File: src/rtl/layer3_search_stage.sv
// Layer-3 bitmap search stage: reads one 16-bit node bitmap and selects the lowest set bit
// at or above a start position, producing the layer-4 child address.
module layer3_search_stage (
    input  logic        clk,
    input  logic        rst_n,
    input  logic        in_valid,
    output logic        in_ready,
    input  logic [7:0]  in_node_addr,
    input  logic [3:0]  in_start_idx,
    output logic        mem_ena,
    output logic [7:0]  mem_node_addr,
    input  logic [15:0] mem_data,
    output logic        out_valid,
    input  logic        out_ready,
    output logic        out_hit,
    output logic [3:0]  out_idx,
    output logic [11:0] out_child_addr,
    output logic [15:0] miss_cnt
);

    typedef enum logic [1:0] {StIdle, StIssue, StWait, StOut} state_e;

    state_e      state_q, state_d;
    logic [7:0]  node_q, node_d;
    logic [3:0]  start_q, start_d;
    logic        hit_q, hit_d;
    logic [3:0]  idx_q, idx_d;
    logic [15:0] miss_cnt_q, miss_cnt_d;

    logic [15:0] mask;
    logic        mask_hit;
    logic [3:0]  mask_idx;

    // State register
    always_ff @(posedge clk or negedge rst_n) begin
        if (!rst_n) begin
            state_q <= StIdle;
        end else begin
            state_q <= state_d;
        end
    end

    // Next-state logic
    always_comb begin
        state_d = state_q;
        unique case (state_q)
            StIdle:  if (in_valid) state_d = StIssue;
            StIssue: state_d = StWait;
            StWait:  state_d = StOut;
            StOut:   if (out_ready) state_d = StIdle;
            default: state_d = StIdle;
        endcase
    end

    // Eligible bits only; descending scan leaves the lowest set position in mask_idx.
    always_comb begin
        mask     = mem_data & (16'hFFFF << start_q);
        mask_hit = |mask;
        mask_idx = '0;
        for (int i = 15; i >= 0; i--) begin
            if (mask[i]) begin
                mask_idx = 4'(i);
            end
        end
    end

    // Datapath next-state
    always_comb begin
        node_d     = node_q;
        start_d    = start_q;
        hit_d      = hit_q;
        idx_d      = idx_q;
        miss_cnt_d = miss_cnt_q;
        if (state_q == StIdle && in_valid) begin
            node_d  = in_node_addr;
            start_d = in_start_idx;
        end
        if (state_q == StWait) begin
            hit_d = mask_hit;
            idx_d = mask_hit ? mask_idx : 4'd0;
            if (!mask_hit && miss_cnt_q != 16'hFFFF) begin
                miss_cnt_d = miss_cnt_q + 16'd1;
            end
        end
    end

    always_ff @(posedge clk or negedge rst_n) begin
        if (!rst_n) begin
            node_q     <= '0;
            start_q    <= '0;
            hit_q      <= 1'b0;
            idx_q      <= '0;
            miss_cnt_q <= '0;
        end else begin
            node_q     <= node_d;
            start_q    <= start_d;
            hit_q      <= hit_d;
            idx_q      <= idx_d;
            miss_cnt_q <= miss_cnt_d;
        end
    end

    // Outputs
    always_comb begin
        in_ready       = (state_q == StIdle);
        mem_ena        = (state_q == StIssue);
        out_valid      = (state_q == StOut);
        mem_node_addr  = node_q;
        out_hit        = hit_q;
        out_idx        = idx_q;
        out_child_addr = {node_q, idx_q};
        miss_cnt       = miss_cnt_q;
    end

endmodule
File: config.mk
export PLATFORM = sky130hd
export DESIGN_NAME = layer3_search_stage
export DESIGN_NICKNAME = d
export VERILOG_FILES = /design/src/rtl/layer3_search_stage.sv
export SDC_FILE = /design/constraint.sdc
export NUM_CORES = 1
export LEC_CHECK = 0
export ABC_AREA = 1
export BUFFER_PORTS_ARGS = -buffer_cell sky130_fd_sc_hd__buf_4
export CAP_MARGIN = 20
export CORE_MARGIN = 3
export CORE_UTILIZATION = 35
export CTS_CLUSTER_DIAMETER = 100
export DETAILED_ROUTE_END_ITERATION = 6
export GPL_ROUTABILITY_DRIVEN = 1
export HOLD_SLACK_MARGIN = 0.15
export PLACE_DENSITY = 0.72
export SLEW_MARGIN = 20
export SYNTH_ARGS = -nofsm -noshare
export SYNTH_HDL_FRONTEND = slang
export SYNTH_SLANG_ARGS = --single-unit
File: constraint.sdc
create_clock -name clk -period 5.5 [get_ports clk]
set_input_delay 0.275 -clock clk [delete_from_list [all_inputs] [get_ports clk]]
set_output_delay 0.275 -clock clk [all_outputs]
set_load 0.005 [all_outputs]
======== After elaboration in Yosys (flattened, before gate mapping) ========
Index checks and enable logic that the tools add are counted.
operators by class
  bitwise gates (word level) .............. 1
  add/subtract/negate cells ............... 1
  reductions and logical operators ........ 7
  equal/unequal tests ..................... 6
  mux-type cells .......................... 20
  shift operators ......................... 1
operators by type and width
  cell                   count
  $mux 4                 17
  $add 16x1->16 const B  1
  $and 16x16->16         1
  $ne 16x16->1 const B   1
  $reduce_or 16->1       1
  $shl 16x4->16 const A  1
  $pmux 2 s4             1
  $eq 2x2->1 const B     2
  $mux 2                 2
  $reduce_and 2->1       2
  $eq 2x1->1 const B     1
  $logic_and 1x1->1      2
  $logic_not 2->1        1
  $ne 2x1->1 const B     1
  $ne 2x2->1 const B     1
  $logic_not 1->1        1
word-level totals
  output and inout port bits .............. 44
  register bits after elaboration ......... 35

======== Longest topological paths before layout ========
Gate-level depths: netlist (run 1).
  depth after elaboration ................. 19
  mapped depth ............................ 18
  gate-level depth less buffers ........... 18

======== Worst setup path before layout (run 1) ========
OpenSTA, ideal clock, no wires.
  kind .................................... register to register
  from .................................... register miss_cnt_q[0], in the netlist miss_cnt[0]
  to ...................................... register miss_cnt_q[9], in the netlist miss_cnt[9]
  stages on the path, launching flop included .. 13
  library setup time ...................... 0.125 ns
  clock period less this slack ............ 1.794 ns
  setup slack ............................. 3.706 ns
  arrival ................................. 1.669 ns
  cells stage by stage .................... dfrtp_1 > ha_1 > inv_1 > nor3_1 > nand4_1 > nor2_1 > nor2_1 > nand2_4 > nor2_4 > nand3_2 > nor2_4 > nand2_2 > xnor2_2
between the ends
  longest elaborated chain between the ends .. 3
  elaborated cells between the ends (all ways) .. 4
  those cells by class .................... 1 x add/sub; 1 x eq/ne; 2 x reduce/logical
RTL lines
  item                                                                   line  RTL
  start: declaration                                                     28    logic [15:0] miss_cnt_q, miss_cnt_d;
  start signal: assignment                                               99    miss_cnt_q <= miss_cnt_d;
  parallel branches: the longest is 3 deep, another holds $add 16x1->16  n/a
Several ways; the timed one is not identified.
A chain may end at the register's enable or synchronous reset.

======== Worst setup path in the final report (run 1) ========
Same ends and word-level chain as after synthesis.

==> results of run 1 <==
==> layout by cell type, fill, tap and decap left out, types with 2 or more instances in the layout <==
master    count
mux2_2       10
ha_1          5
clkbuf_8      6
nand2_2       4
xnor2_1       4
nor2_2        3
xor2_1       10
nor3_1        4
nand4_1       6
o21ai_1       4
nand2_1      56
nor3_2        2
o21ai_2       2
a21oi_1       5
nor2_4        3
dfrtp_1      35
buf_4        75
nor2_1       18
inv_2         2
inv_1        17
o21ai_0       6
nand3_1       9
==> layout make-up <==
class	instances	area share (%)
repair buffers	76	21.3
inverters	19	2.65
flip-flops and latches	35	32.5
clock inverters	2	1.30
clock buffers	6	3.06
multi-input cells	161	35.9
well taps	72	3.34
==> power breakdown <==
group | internal, W | total, W | switching, W
Sequential | 0.000342 | 0.000421 | 0.0000785
Clock | 0.000147 | 0.000241 | 0.0000943
Combinational | 0.000284 | 0.000572 | 0.000288
Total | 0.000773 | 0.00123 | 0.000461
==> cell families (layout without fill, tap and decap cells) <==
logic type                 after synthesis  after routing
AOI/OAI and AO/OA                       22             22
xor gates and xnor gates                15             15
adders and majority gates                5              5
buffers and inverters                   34            103
DFF                                     35             35
muxes                                   10             10
and+or+nand+nor                        109            109
==> registers in the layout, indices dropped and copies added (netlist names) <==
register,count
miss_cnt,16
mem_node_addr,8
out_idx,4
start_q,4
state_q,2
out_hit,1
==> metal layers <==
metal	up-vias	track usage, %	share of wire (%)	wire [um]
met3	8	3.73	6.8	321
met1	807	19.9	44	2100
li1	870	-	-	-
met4	0	5.48	1.4	65
met2	53	25.7	47	2240
met5	-	0	0	0
==> stage by stage <==
stage | power, W | cells
2_1_floorplan | 0.000797 | 230
3_3_place_gp | 0.000989 | 362
3_5_place_dp | 0.00100 | 362
4_1_cts | 0.00125 | 371
5_1_grt | 0.00135 | 371
6_report | 0.00123 | 371
==> path summary, 6_finish.rpt <==
check	from	end	slack [ns]
max	miss_cnt[0]	miss_cnt[9]	3.45
min	in_node_addr[4]	mem_node_addr[4]	0.22
max reg2reg	miss_cnt[0]	miss_cnt[9]	3.45
min reg2reg	out_idx[3]	out_idx[3]	0.52
max in group asynchronous	rst_n	mem_node_addr[1]	4.70
min in group asynchronous	rst_n	miss_cnt[3]	0.48
==> timing repair <==
action,CTS,global route
buffers inserted,0,0
hold buffers,1,0
endpoints found under the hold margin,35,0
==> results.yml, run 1 <==
floorplan:
  start_util_pct: 36.6
  die_h_um: 82.1
  dieArea_mm2: 0.00674
  rows: 27
  core_area_mm2: 0.00554
  die_w_um: 82.1
  ios: 76
timing:
  slew_viol_final: 0
  finalHoldWorstSlack_ns: 0.217
  skew_ns: 0.00532
  worst_slew_pin_slew_ns: 0.542
  finalCritPeriodShare_pct: 37.3
  finalHoldViolCount: 0
  grt_setup_unrepaired: "false"
  slew_headroom_pct: 63.7
  setup_violations: 0
  fin_setup_tns_ns: 0
  fin_ws_ns: 3.45
  layout_min_cycle_time_ns: 2.05
  max_freq_ghz: 0.487
final_layout:
  final_util_pct: 48.7
  fin_nets: 335
  multiInputGateArea_um2: 968
  regArea_um2: 876
  finalInstanceArea_mm2: 0.00270
  num_antenna_cells: 0
  syn_to_final_growth_pct: 33.1
  drive_gt1_share_pct: 38.1
  n_fill_cell: 549
setup_path:
  arrival_ns: 2.23
  cp.required_ns: 5.68
  cp_cell_sequence: "ha_1 > inv_1 > nor3_1 > nand4_1 > nor2_1 > nor2_1 > nand2_4 > nor2_4 > nand3_2 > nor2_4 > nand2_2 > xnor2_2"
  max_stage_delay_ns: 0.42
  cp.depth: 12
  cp_slowest_cell: "dfrtp_1"
  end_kind: "flop"
  critPathLaunchType: "flop"
  path_buf_inv: 1
  critPathMaxFanout: 13
  critical_path_class: "reg2reg"
  reg2regPathDepth: 12
  crit_family: "simple AND/OR/NAND/NOR gates"
job:
  maxCapViolations: 0
placed_design:
  dpl_cell_area_mm2: 0.00257
  place_congestion: 0.868
  post-place-ws_ns: 3.45
  hpwl_um: 3650
  io_buffers: 75
yosys:
  ys_seq_elements: 35
  yosys-top-cells-area: "dfrtp_1, nand2_1, mux2_2, buf_4, xor2_1"
  synthMuxAreaShare_pct: 5.56
  synthSimpleGateAreaFrac_pct: 25.8
  ys.flop_type: "dfrtp_1"
  synth_compound_area_share_pct: 6.55
  ys_seq_area_share_pct: 43.2
  yosys.area_share.xor_xnor_pct: 6.86
  syn_area_mm2: 0.00203
  synth_top_family_by_area: "simple AND/OR/NAND/NOR gates"
  synth_top_area_share_pct: 43.2
  syn_nets: 267
  ys_types: 34
  yosys.area_share.adder_pct: 3.09
  synth_top_area_cell: "dfrtp_1"
  synth_edf_count: 0
  synth.avg_cell_area_um2: 8.81
  yosysMostFrequentCell: "nand2_1"
  synth_common_cells: "nand2_1, dfrtp_1, nor2_1, inv_1, buf_4"
  async_reset_ff_share_pct: 100
  yosys_warnings: 0
  syn-instance-count: 230
min_path:
  whs_path_depth: 2
  holdCritPathClass: "in2reg"
drt:
  remaining_drc_errors: 0
  wl_per_cell_um: 12.7
  route.antenna.remaining_nets: 0
  drtIter0Drc: 51
  drt_first_pass_iters: 4
  vias: 1738
  wl_um: 4720
  viasPerCell: 4.68
clock_tree:
  cts_tree: "built"
  cts_resized: 0
  cts_buffer_depth: 2
  clk_latency_ns: 0.29
  cts.sinks: 35
  numCtsBuffers: 5
  cts_root_buf: "clkbuf_8"
  cts.htree.levels: 2
  clk_pin_slew_worst_paths_ns: 0.07
outcome:
  status: "finished, final reports clean"
grt:
  grt_usage_pct: 15.6
  grt_pass1_vias: 1785
  grt_max_degree: 36
  antenna_found_initial: 0
  grt_pass1_wl_um: 8070
  grt_overflow_total: 0
power_and_ir_drop:
  ir_drop_uv: 271
  powerDensity_mw_per_mm2: 457
  leakagePower_nw: 1.40
(Power assumes the default switching activity.)
==> inputs of run 2 (changes only) <==
--- a/config.mk
+++ b/config.mk
@@ -5,7 +5,7 @@
 export SDC_FILE = /design/constraint.sdc
 export NUM_CORES = 1
 export LEC_CHECK = 0
-export ABC_AREA = 1
+export ABC_AREA = 0
 export BUFFER_PORTS_ARGS = -buffer_cell sky130_fd_sc_hd__buf_4
 export CAP_MARGIN = 20
 export CORE_MARGIN = 3
==> constraint.sdc (replaced) <==
create_clock -name clk -period 2.1 [get_ports clk]
set_input_delay 0.105 -clock clk [delete_from_list [all_inputs] [get_ports clk]]
set_output_delay 0.105 -clock clk [all_outputs]
set_load 0.005 [all_outputs]
==> results.yml, run 2 <==
outcome:
  status: "finished, final reports clean"
clock_tree:
  clk_latency_ns: 0.28
  clk_pin_slew_worst_paths_ns: 0.07
  cts_buffer_depth: 2
  cts_tree: "built"
  cts_root_buf: "clkbuf_8"
  numCtsBuffers: 5
  cts.sinks: 35
  cts.htree.levels: 2
placed_design:
  dpl_cell_area_mm2: 0.00274
  hpwl_um: 4020
  io_buffers: 75
  place_congestion: 0.852
final_layout:
  mostFrequentLayoutCells: "buf_4, dfrtp_1, nand2_1, mux2_2"
  num_antenna_cells: 0
  finalInstanceArea_mm2: 0.00309
  mostFrequentLayoutCell: "buf_4"
  largest_reg_flops: 16
  final_util_pct: 54.5
  fin_nets: 350
  syn_to_final_growth_pct: 45.7
  drive_gt1_share_pct: 43.9
setup_path:
  critPathMaxFanout: 8
  end_kind: "flop"
  arrival_ns: 2.16
  cp-startpoint: "start_q[1]"
  critPathLaunchType: "flop"
  cp.required_ns: 2.27
  cp_slowest_cell: "dfrtp_2"
  reg2reg_to: "miss_cnt[13]"
  cp_cell_sequence: "buf_4 > nor2_1 > o31a_1 > nor4_4 > buf_12 > clkbuf_4 > nand4_1 > xnor2_1"
  endpoint: "miss_cnt[13]"
  r2r_setup_slack_ns: 0.11
  critical_path_class: "reg2reg"
  reg2regPathDepth: 8
  r2r_start: "start_q[1]"
  max_stage_delay_ns: 0.42
timing:
  finalCritPeriodShare_pct: 94.7
  finalHoldViolCount: 0
  max_freq_ghz: 0.503
  finalHoldWorstSlack_ns: 0.236
  worst_slew_pin_slew_ns: 0.505
  slew_headroom_pct: 66.3
  layout_min_cycle_time_ns: 1.99
  skew_ns: 0.00429
  slew_viol_final: 0
  setup_violations: 0
yosys:
  synth_compound_area_share_pct: 15.2
  synthSimpleGateAreaFrac_pct: 16.7
  synth_top_area_cell: "dfrtp_1"
  syn_area_mm2: 0.00212
  ys_seq_elements: 35
  yosys.area_share.adder_pct: 3.42
  ys.flop_type: "dfrtp_1"
  synth_top_area_share_pct: 41.3
  syn-instance-count: 216
  synth.avg_cell_area_um2: 9.82
  yosysMostFrequentCell: "dfrtp_1"
  synth_common_cells: "dfrtp_1, mux2_2, nand2_1, buf_4, xnor2_1"
  syn_nets: 253
  yosys_warnings: 0
  synth_edf_count: 0
  yosys.area_share.xor_xnor_pct: 6.19
  ys_types: 48
  synth_top_family_by_area: "simple AND/OR/NAND/NOR gates"
  synthMuxAreaShare_pct: 8.49
  async_reset_ff_share_pct: 100
  yosys-top-cells-area: "dfrtp_1, mux2_2, xnor2_1, buf_4, ha_1"
  ys_seq_area_share_pct: 41.3
drt:
  viasPerCell: 5.03
  wl_um: 5470
  drt_first_pass_iters: 4
  wl_per_cell_um: 14.2
  remaining_drc_errors: 0
  drtIter0Drc: 52
  route.antenna.remaining_nets: 0
  vias: 1943
floorplan:
  die_h_um: 83.9
  die_w_um: 83.9
  start_util_pct: 37.4
  core_area_mm2: 0.00568
  rows: 27
  dieArea_mm2: 0.00703
  ios: 76
grt:
  grt_usage_pct: 15.5
  grt_pass1_vias: 1908
  grt_max_degree: 36
  antenna_found_initial: 0
  grt_pass1_wl_um: 8960
  grt_overflow_total: 0
power_and_ir_drop:
  powerDensity_mw_per_mm2: 1140
  leakagePower_nw: 1.46
  ir_drop_uv: 621
  power.total_w: 0.00351
min_path:
  holdCritPathClass: "in2reg"
job:
  maxCapViolations: 0
-- run 2: cell types whose count changed in the layout (fill, tap and decap cells not counted), moves of 7 or more --
cell           previous run  this run
buf_4                    75        98
dlygate4sd3_1             1        13
xnor2_1                   4        13
inv_1                    17        10
xor2_1                   10         2
nand2_1                  56        16
-- run 2: worst min path at each step --
stage / from / to / slack (ns) / cells past startpoint
after global placement: rst_n / miss_cnt[11] / 0.09 / 1
after global routing: mem_data[1] / out_idx[1] / 0.24 / 4
after CTS: mem_data[1] / out_idx[1] / 0.23 / 4
after floorplan: rst_n / mem_node_addr[0] / -0.19 / 0
final: mem_data[1] / out_idx[1] / 0.24 / 4
after detailed placement: rst_n / miss_cnt[10] / 0.08 / 1
-- run 2: what timing repair did --
action / in CTS / in global routing
gates resized for setup: 0 / 11
buffers inserted: 0 / 11
setup endpoints to repair: 0 / 16
hold endpoints to repair: 47 / 0
hold buffers: 13 / 0
-- run 2: final cells by class --
| type | instances | area [um2] |
|---|---|---|
| repair buffers | 113 | 893 |
| fillers | 519 | 2580 |
| well taps | 72 | 90.1 |
| inverters | 10 | 37.5 |
| clock buffers | 6 | 82.6 |
| flip-flops and latches | 35 | 881 |
| clock inverters | 2 | 35.0 |
| multi-input cells | 148 | 1070 |
-- run 2: through the flow --
| stage | setup TNS [ns] | instances | setup slack [ns] |
|---|---|---|---|
| 2_1_floorplan | 0 | 216 | 0.128 |
| 3_3_place_gp | 0 | 354 | 0.0613 |
| 3_5_place_dp | 0 | 354 | 0.00831 |
| 4_1_cts | 0 | 375 | 0.00373 |
| 5_1_grt | -0.00225 | 386 | -0.00225 |
| 6_report | 0 | 386 | 0.111 |
-- run 2: critical path, delay by kind of cell (launching register included) --
| kind | cells | cell delay (ns) |
|---|---|---|
| xor+xnor | 1 | 0.15 |
| simple gates | 3 | 0.50 |
| compound gates | 1 | 0.34 |
| buf+inv | 3 | 0.47 |
| flops | 1 | 0.42 |
-- run 2: logic make-up (layout without fill, tap and decap cells) --
family,count (synthesis),count (layout)
AO/OA/AOI/OAI,46,46
XOR/XNOR,15,15
adder cells (fa/ha/maj),6,6
buffers and inverters,33,131
flip-flops,35,35
multiplexers,16,16
AND/OR/NAND/NOR,65,65
-- run 2: routing by layer --
metal  GRT usage (%)  vias up  share of wire, %
li1                -      945                 -
met1            20.1      928                43
met2            26.0       68                50
met3            3.46        2               6.3
met4            3.95        0              0.66
met5               0        -                 0
-- run 2: report_power, final --
| group | switching [W] | total, W | internal [W] |
|---|---|---|---|
| Sequential | 0.000213 | 0.00109 | 0.000873 |
| Clock | 0.000235 | 0.000619 | 0.000384 |
| Combinational | 0.000768 | 0.00181 | 0.00104 |
